$ cat config.mk
export PLATFORM = sky130hd
export DESIGN_NAME = mmc3_scanline_irq
export DESIGN_NICKNAME = d
export VERILOG_FILES = /design/src/rtl/mmc3_scanline_irq.sv
export SDC_FILE = /design/constraint.sdc
export NUM_CORES = 1
export LEC_CHECK = 0
export BUFFER_PORTS_ARGS = -buffer_cell sky130_fd_sc_hd__buf_2
export CORE_AREA = 2 2 55 57
export CTS_CLUSTER_DIAMETER = 50
export DETAILED_ROUTE_END_ITERATION = 7
export DIE_AREA = 0 0 57 59
export PLACE_DENSITY = 0.72
export SYNTH_ARGS = -nofsm -noshare
export SYNTH_HDL_FRONTEND = slang
export SYNTH_SLANG_ARGS = --single-unit
export TNS_END_PERCENT = 10
$ cat constraint.sdc
create_clock -name m2 -period 1.8 [get_ports m2]
set_clock_uncertainty 0.15 [all_clocks]
set_input_delay 0 -clock m2 [delete_from_list [all_inputs] [get_ports m2]]
set_output_delay 0 -clock m2 [all_outputs]
set_load 0.01 [all_outputs]
$ cat src/rtl/mmc3_scanline_irq.sv
// MMC3 scanline IRQ counter: PPU A12 rise filter, reloadable 8-bit down-counter, CPU register decode.
// Latency: all state changes on the m2 falling edge that samples the cause; irq is registered and moves on that same edge.
// Backpressure: none; CPU writes and A12 edges are accepted every m2 cycle.
//
// Ports:
//   m2            sole clock, state updates on its falling edge
//   reset_n       synchronous active-low reset
//   romsel        CPU /ROMSEL (low = $8000-$FFFF)
//   cpu_rw_in     CPU R/W (0 = write)
//   cpu_addr_in   CPU A14..A0 (only [14:13] and [0] decoded)
//   cpu_data_in   CPU data bus
//   ppu_a12       PPU address bit 12
//   mapper_active 1 = this mapper selected; 0 freezes counter state and forces irq high
//   irq           CPU /IRQ, active-low, registered
//   irq_counter   current counter value
module mmc3_scanline_irq #(
  parameter int A12_LOW_CYCLES = 3,
  parameter int MMC3_REV_A     = 0
) (
  input  logic        m2,
  input  logic        reset_n,
  input  logic        romsel,
  input  logic        cpu_rw_in,
  input  logic [14:0] cpu_addr_in,
  input  logic [7:0]  cpu_data_in,
  input  logic        ppu_a12,
  input  logic        mapper_active,
  output logic        irq,
  output logic [7:0]  irq_counter
);

  localparam int LW = (A12_LOW_CYCLES < 1) ? 1 : $clog2(A12_LOW_CYCLES + 1);
  localparam logic [LW-1:0] LOW_MAX = LW'(A12_LOW_CYCLES);

  logic [7:0]    counter_q, counter_d;
  logic [7:0]    latch_q, latch_d;
  logic [LW-1:0] low_cnt_q, low_cnt_d;
  logic          reload_q, reload_d;
  logic          enable_q, enable_d;
  logic          pending_q, pending_d;
  logic          irq_q, irq_d;

  logic reg_wr, wr_c000, wr_c001, wr_e000, wr_e001;
  logic ctr_clk, reload_now, irq_set;
  logic unused_addr;

  assign unused_addr = ^cpu_addr_in[12:1];

  assign reg_wr  = ~romsel & ~cpu_rw_in & mapper_active;
  assign wr_c000 = reg_wr && (cpu_addr_in[14:13] == 2'b10) && !cpu_addr_in[0];
  assign wr_c001 = reg_wr && (cpu_addr_in[14:13] == 2'b10) &&  cpu_addr_in[0];
  assign wr_e000 = reg_wr && (cpu_addr_in[14:13] == 2'b11) && !cpu_addr_in[0];
  assign wr_e001 = reg_wr && (cpu_addr_in[14:13] == 2'b11) &&  cpu_addr_in[0];

  // low_cnt clears on every high sample, so only the first high sample of a
  // high period can see it saturated: one clock per A12 high period.
  assign ctr_clk = ppu_a12 && (low_cnt_q == LOW_MAX) && mapper_active;

  // A $C001 write on the clocking edge counts as a pending reload.
  assign reload_now = (counter_q == 8'd0) || reload_q || wr_c001;

  always_comb begin
    low_cnt_d = low_cnt_q;
    if (ppu_a12) begin
      low_cnt_d = '0;
    end else if (low_cnt_q != LOW_MAX) begin
      low_cnt_d = low_cnt_q + 1'b1;
    end

    // Reload on the same edge still uses latch_q (the old value).
    latch_d = wr_c000 ? cpu_data_in : latch_q;

    enable_d = enable_q;
    if (wr_e000) begin
      enable_d = 1'b0;
    end else if (wr_e001) begin
      enable_d = 1'b1;
    end

    counter_d = counter_q;
    reload_d  = reload_q;
    irq_set   = 1'b0;
    if (ctr_clk) begin
      if (reload_now) begin
        counter_d = latch_q;
        reload_d  = 1'b0;
      end else begin
        counter_d = counter_q - 8'd1;
      end
      // enable_d lets a same-edge $E000 suppress and a same-edge $E001 allow the IRQ.
      irq_set = (counter_d == 8'd0) && enable_d &&
                ((MMC3_REV_A == 0) || (counter_q != 8'd0) || reload_q || wr_c001);
    end else if (wr_c001) begin
      counter_d = 8'd0;
      reload_d  = 1'b1;
    end

    pending_d = pending_q;
    if (wr_e000) begin
      pending_d = 1'b0;
    end else if (irq_set) begin
      pending_d = 1'b1;
    end

    irq_d = ~(pending_d & mapper_active);
  end

  always_ff @(negedge m2) begin
    if (!reset_n) begin
      counter_q <= 8'd0;
      latch_q   <= 8'd0;
      low_cnt_q <= '0;
      reload_q  <= 1'b0;
      enable_q  <= 1'b0;
      pending_q <= 1'b0;
      irq_q     <= 1'b1;
    end else begin
      counter_q <= counter_d;
      latch_q   <= latch_d;
      low_cnt_q <= low_cnt_d;
      reload_q  <= reload_d;
      enable_q  <= enable_d;
      pending_q <= pending_d;
      irq_q     <= irq_d;
    end
  end

  assign irq         = irq_q;
  assign irq_counter = counter_q;

endmodule
==> impl_metrics.csv <==
group,metric,value,unit
run_status,status,"complete, but fails checks",
run_status,violated_checks,"negative setup slack",
worst_setup_path,critPathCaptureType,"flop",
drt,wire_per_inst,13.39,µm
worst_setup_path,cpLargestDelayFamily,"simple AND/OR/NAND/NOR gates",
worst_setup_path,worst-path-stages,8,
logic_synthesis,synthTopCellsByArea,"sky130_fd_sc_hd__dfxtp_1 (37%), sky130_fd_sc_hd__mux2i_1 (10%), sky130_fd_sc_hd__nor2b_1 (4.2%)",
timing,hold_violations,0,
logic_synthesis,asyncSetResetFlopFracSynth,0,
hold_path,min-delay-path-class,"reg -> reg",
cells_and_area,utilization,0.6473,
logic_synthesis,post-synth-top-count-cell,"sky130_fd_sc_hd__dfxtp_1",
worst_setup_path,crit_path_max_cell_delay,330,ps
drt,final_antenna_net_count,0,
logic_synthesis,synth_top_flop_cell,"sky130_fd_sc_hd__dfxtp_1",
drt,detail_route.drc_violations,0,
drt,finalWirelength,3079,µm
logic_synthesis,seq_cells_post_synth,22,
floorplanning,coreArea,2710,µm²
cells_and_area,nNetsFinal,232,
floorplanning,pin_count,38,
cells_and_area,drive_above_1_share,0.3417,
logic_synthesis,synth_enable_flop_cells,0,
worst_setup_path,cp_num_buf_inv,3,
worst_setup_path,worst_r2r_path_depth,7,
logic_synthesis,netlist.area_leader.share,0.3713,
logic_synthesis,synth_nets,161,
clocking,later_pin_clock_latency_in_the_skew_report,380,ps
pwr,worst_ir_drop_vdd,0.5945,mV
placement,dp.final_hpwl,2164,µm
global_route,grt_antenna_before_repair,0,
global_route,grt_max_degree,13,
logic_synthesis,post_synth_inst_count,129,
clocking,cts_sinks,22,
logic_synthesis,seq_area_frac_synth,0.3713,
global_route,grt_pass1_wl,5257,µm
timing,layout_setup_ws,-298.9,ps
global_route,globalRoute.totalOverflow,0,
timing,rsz0062_at_grt,"true",
timing,max_slew_margin,0.7071,
logic_synthesis,synth.largest_area_cell,"sky130_fd_sc_hd__dfxtp_1",
placement,dpl_worst_slack,-749.9,ps
logic_synthesis,post_synthesis_instance_area,1186,µm²
cells_and_area,fillCellCount,242,
timing,fin_worst_hold_slack,367.4,ps
cells_and_area,postLayoutCellArea,1754,µm²
drt,via_count,1217,
clocking,numCtsBuffers,3,
clocking,cts_hold_buffers,0,
logic_synthesis,synth.lib_cells_used.distinct,37,
timing,tightest_slew,437.8,ps
drt,initialDrtViolationCount,38,
worst_setup_path,critical_path.cell_chain,"buf_8, nor4bb_4, and3_4, a311oi_4, buf_4, buf_12, o211ai_1, a21boi_1",
worst_setup_path,crit_fanout,6,
hold_path,worstHoldPathCells,2,
clocking,number_of_levels_in_the_clock_h_tree,1,
pwr,power.density,562.7,nW/µm²
cells_and_area,n_antenna_cell,0,
cells_and_area,area_growth_syn_to_layout,47.89,%
logic_synthesis,yosysWarningCount,0,
clocking,clk_path_buf_depth,2,
clocking,cts_tree,"done",
floorplanning,fp.dieW,57,µm
placement,placement.io_buffers,25,
drt,drt_pre_antenna_iters,4,
job,timing.max_cap.violations,0,
worst_setup_path,timing.critical_path.from_type,"input port",
placement,gp_routability_congestion,0.8555,
clocking,cts.clk_slew.worst_paths,40,ps
clocking,cts_root_buf,"sky130_fd_sc_hd__clkbuf_4",
pwr,p_leak,0.7951,nW
floorplanning,initial_utilization,0.4377,
timing,final_max_slew_viol_count,0,
worst_setup_path,worst_ep_arrival_time,1310,ps
global_route,vias_in_the_first_global_route,1270,
timing,setup_viols_final,19,
global_route,grtUsageTotal,0.1990,
drt,via_per_inst,5.291,
logic_synthesis,postSynthAreaPerCell,9.195,µm²
worst_setup_path,critical_path.slowest_cell,"sky130_fd_sc_hd__nor4bb_4",
worst_setup_path,setup.worst_path.class,"in -> reg",
worst_setup_path,crit_required,1010,ps
placement,place_area,1498,µm²
floorplanning,die_area,3363,µm²
floorplanning,die_y_extent,59,µm
floorplanning,core.rowCount,19,
logic_synthesis,ys_top_cells_by_count,"sky130_fd_sc_hd__dfxtp_1 (22), sky130_fd_sc_hd__mux2i_1 (12), sky130_fd_sc_hd__nand2_1 (11)",
pwr,power.total,987.1,µW
==> registers in the layout (all words and copies together), names as in the netlist <==
| signal | flops |
|---|---|
| pending_q | 1 |
| enable_q | 1 |
| low_cnt_q | 2 |
| irq | 1 |
| latch_q | 8 |
| reload_q | 1 |
| irq_counter | 8 |
==> logic make-up after synthesis <==
family	synth area share
compound gates	0.1572
buf+inv	0.03481
mux	0.1013
fa+ha+maj	0.03165
xor+xnor	0.03692
simple gates	0.2669
flops	0.3713
==> per-layer routing <==
| metal | track usage | wire [µm] |
|---|---|---|
| met1 | 0.2340 | 1407 |
| met2 | 0.3366 | 1548 |
| met3 | 0.05677 | 101 |
| met4 | 0.09302 | 21 |
| met5 | 0 | 0 |
==> cell usage in the layout (no fill, tap or decap), types with 2 or more instances in the layout <==
cell type	synthesis	final
sky130_fd_sc_hd__ha_1	3	3
sky130_fd_sc_hd__buf_4	0	17
sky130_fd_sc_hd__xor2_1	5	5
sky130_fd_sc_hd__dfxtp_4	0	2
sky130_fd_sc_hd__nand3_1	7	6
sky130_fd_sc_hd__nor3_1	4	4
sky130_fd_sc_hd__dfxtp_1	22	14
sky130_fd_sc_hd__and2_1	3	3
sky130_fd_sc_hd__mux2i_1	12	12
sky130_fd_sc_hd__clkbuf_4	0	3
sky130_fd_sc_hd__inv_1	5	26
sky130_fd_sc_hd__o21ai_1	0	5
sky130_fd_sc_hd__nand2_1	11	11
sky130_fd_sc_hd__nand4_1	2	2
sky130_fd_sc_hd__buf_6	1	18
sky130_fd_sc_hd__nor2_1	8	8
sky130_fd_sc_hd__and3_1	2	2
sky130_fd_sc_hd__a21boi_1	0	3
sky130_fd_sc_hd__nor2b_1	8	8
sky130_fd_sc_hd__nor3_2	2	2
sky130_fd_sc_hd__o211ai_1	2	2
sky130_fd_sc_hd__nor4_1	2	2
sky130_fd_sc_hd__dfxtp_2	0	6
sky130_fd_sc_hd__buf_2	0	12
sky130_fd_sc_hd__nor3b_1	2	2
==> path summary, 6_finish.rpt <==
kind | startpoint | to | slack [ps]
worst min-delay path | low_cnt_q[1]$_SDFFE_NP0P_ | low_cnt_q[1]$_SDFFE_NP0P_ | 370
worst max-delay path | romsel | irq_counter[0]$_SDFFE_NN0P_ | -300
worst min register to register | low_cnt_q[1]$_SDFFE_NP0P_ | low_cnt_q[1]$_SDFFE_NP0P_ | 370
worst max register to register | irq_counter[0]$_SDFFE_NN0P_ | irq_counter[3]$_SDFFE_NN0P_ | 60
==> stage by stage <==
| stage | setup TNS [ps] | instances |
|---|---|---|
| global route | -4619 | 230 |
| floorplan | -6896 | 129 |
| CTS | -3606 | 229 |
| finish | -3768 | 230 |
| global placement | -9222 | 202 |
| detailed placement | -9906 | 202 |
==> where the power goes <==
group | switching [mW] | leakage [nW] | internal (mW)
Sequential | 0.00313 | 0.181 | 0.490
Combinational | 0.0299 | 0.483 | 0.0429
Clock | 0.276 | 0.131 | 0.145
Total | 0.310 | 0.795 | 0.678
==> layout make-up <==
cell class                 instances  area [µm²]  share of cell area
clock inverter                    23       87.58             0.04993
sequential                        22       455.4              0.2596
clock buffer                       3       22.52             0.01284
tap                               31       38.79             0.02211
multi-input combinational         98       709.4              0.4044
inverter                           4       15.01            0.008559
timing repair buffer              49       425.4              0.2425
==> worst min-delay path, stage by stage, from the launching register on <==
cell and delay [ps]:
sky130_fd_sc_hd__dfxtp_1 330, sky130_fd_sc_hd__mux2i_1 80, sky130_fd_sc_hd__nor2_1 80
==> repair_timing <==
item | in CTS | in global routing
endpoints found under the setup margin | 19 | 25
gates resized for setup | 27 | 12
setup buffers | 3 | 1
pin swaps | 11 | 12
(Power assumes the default switching activity.)
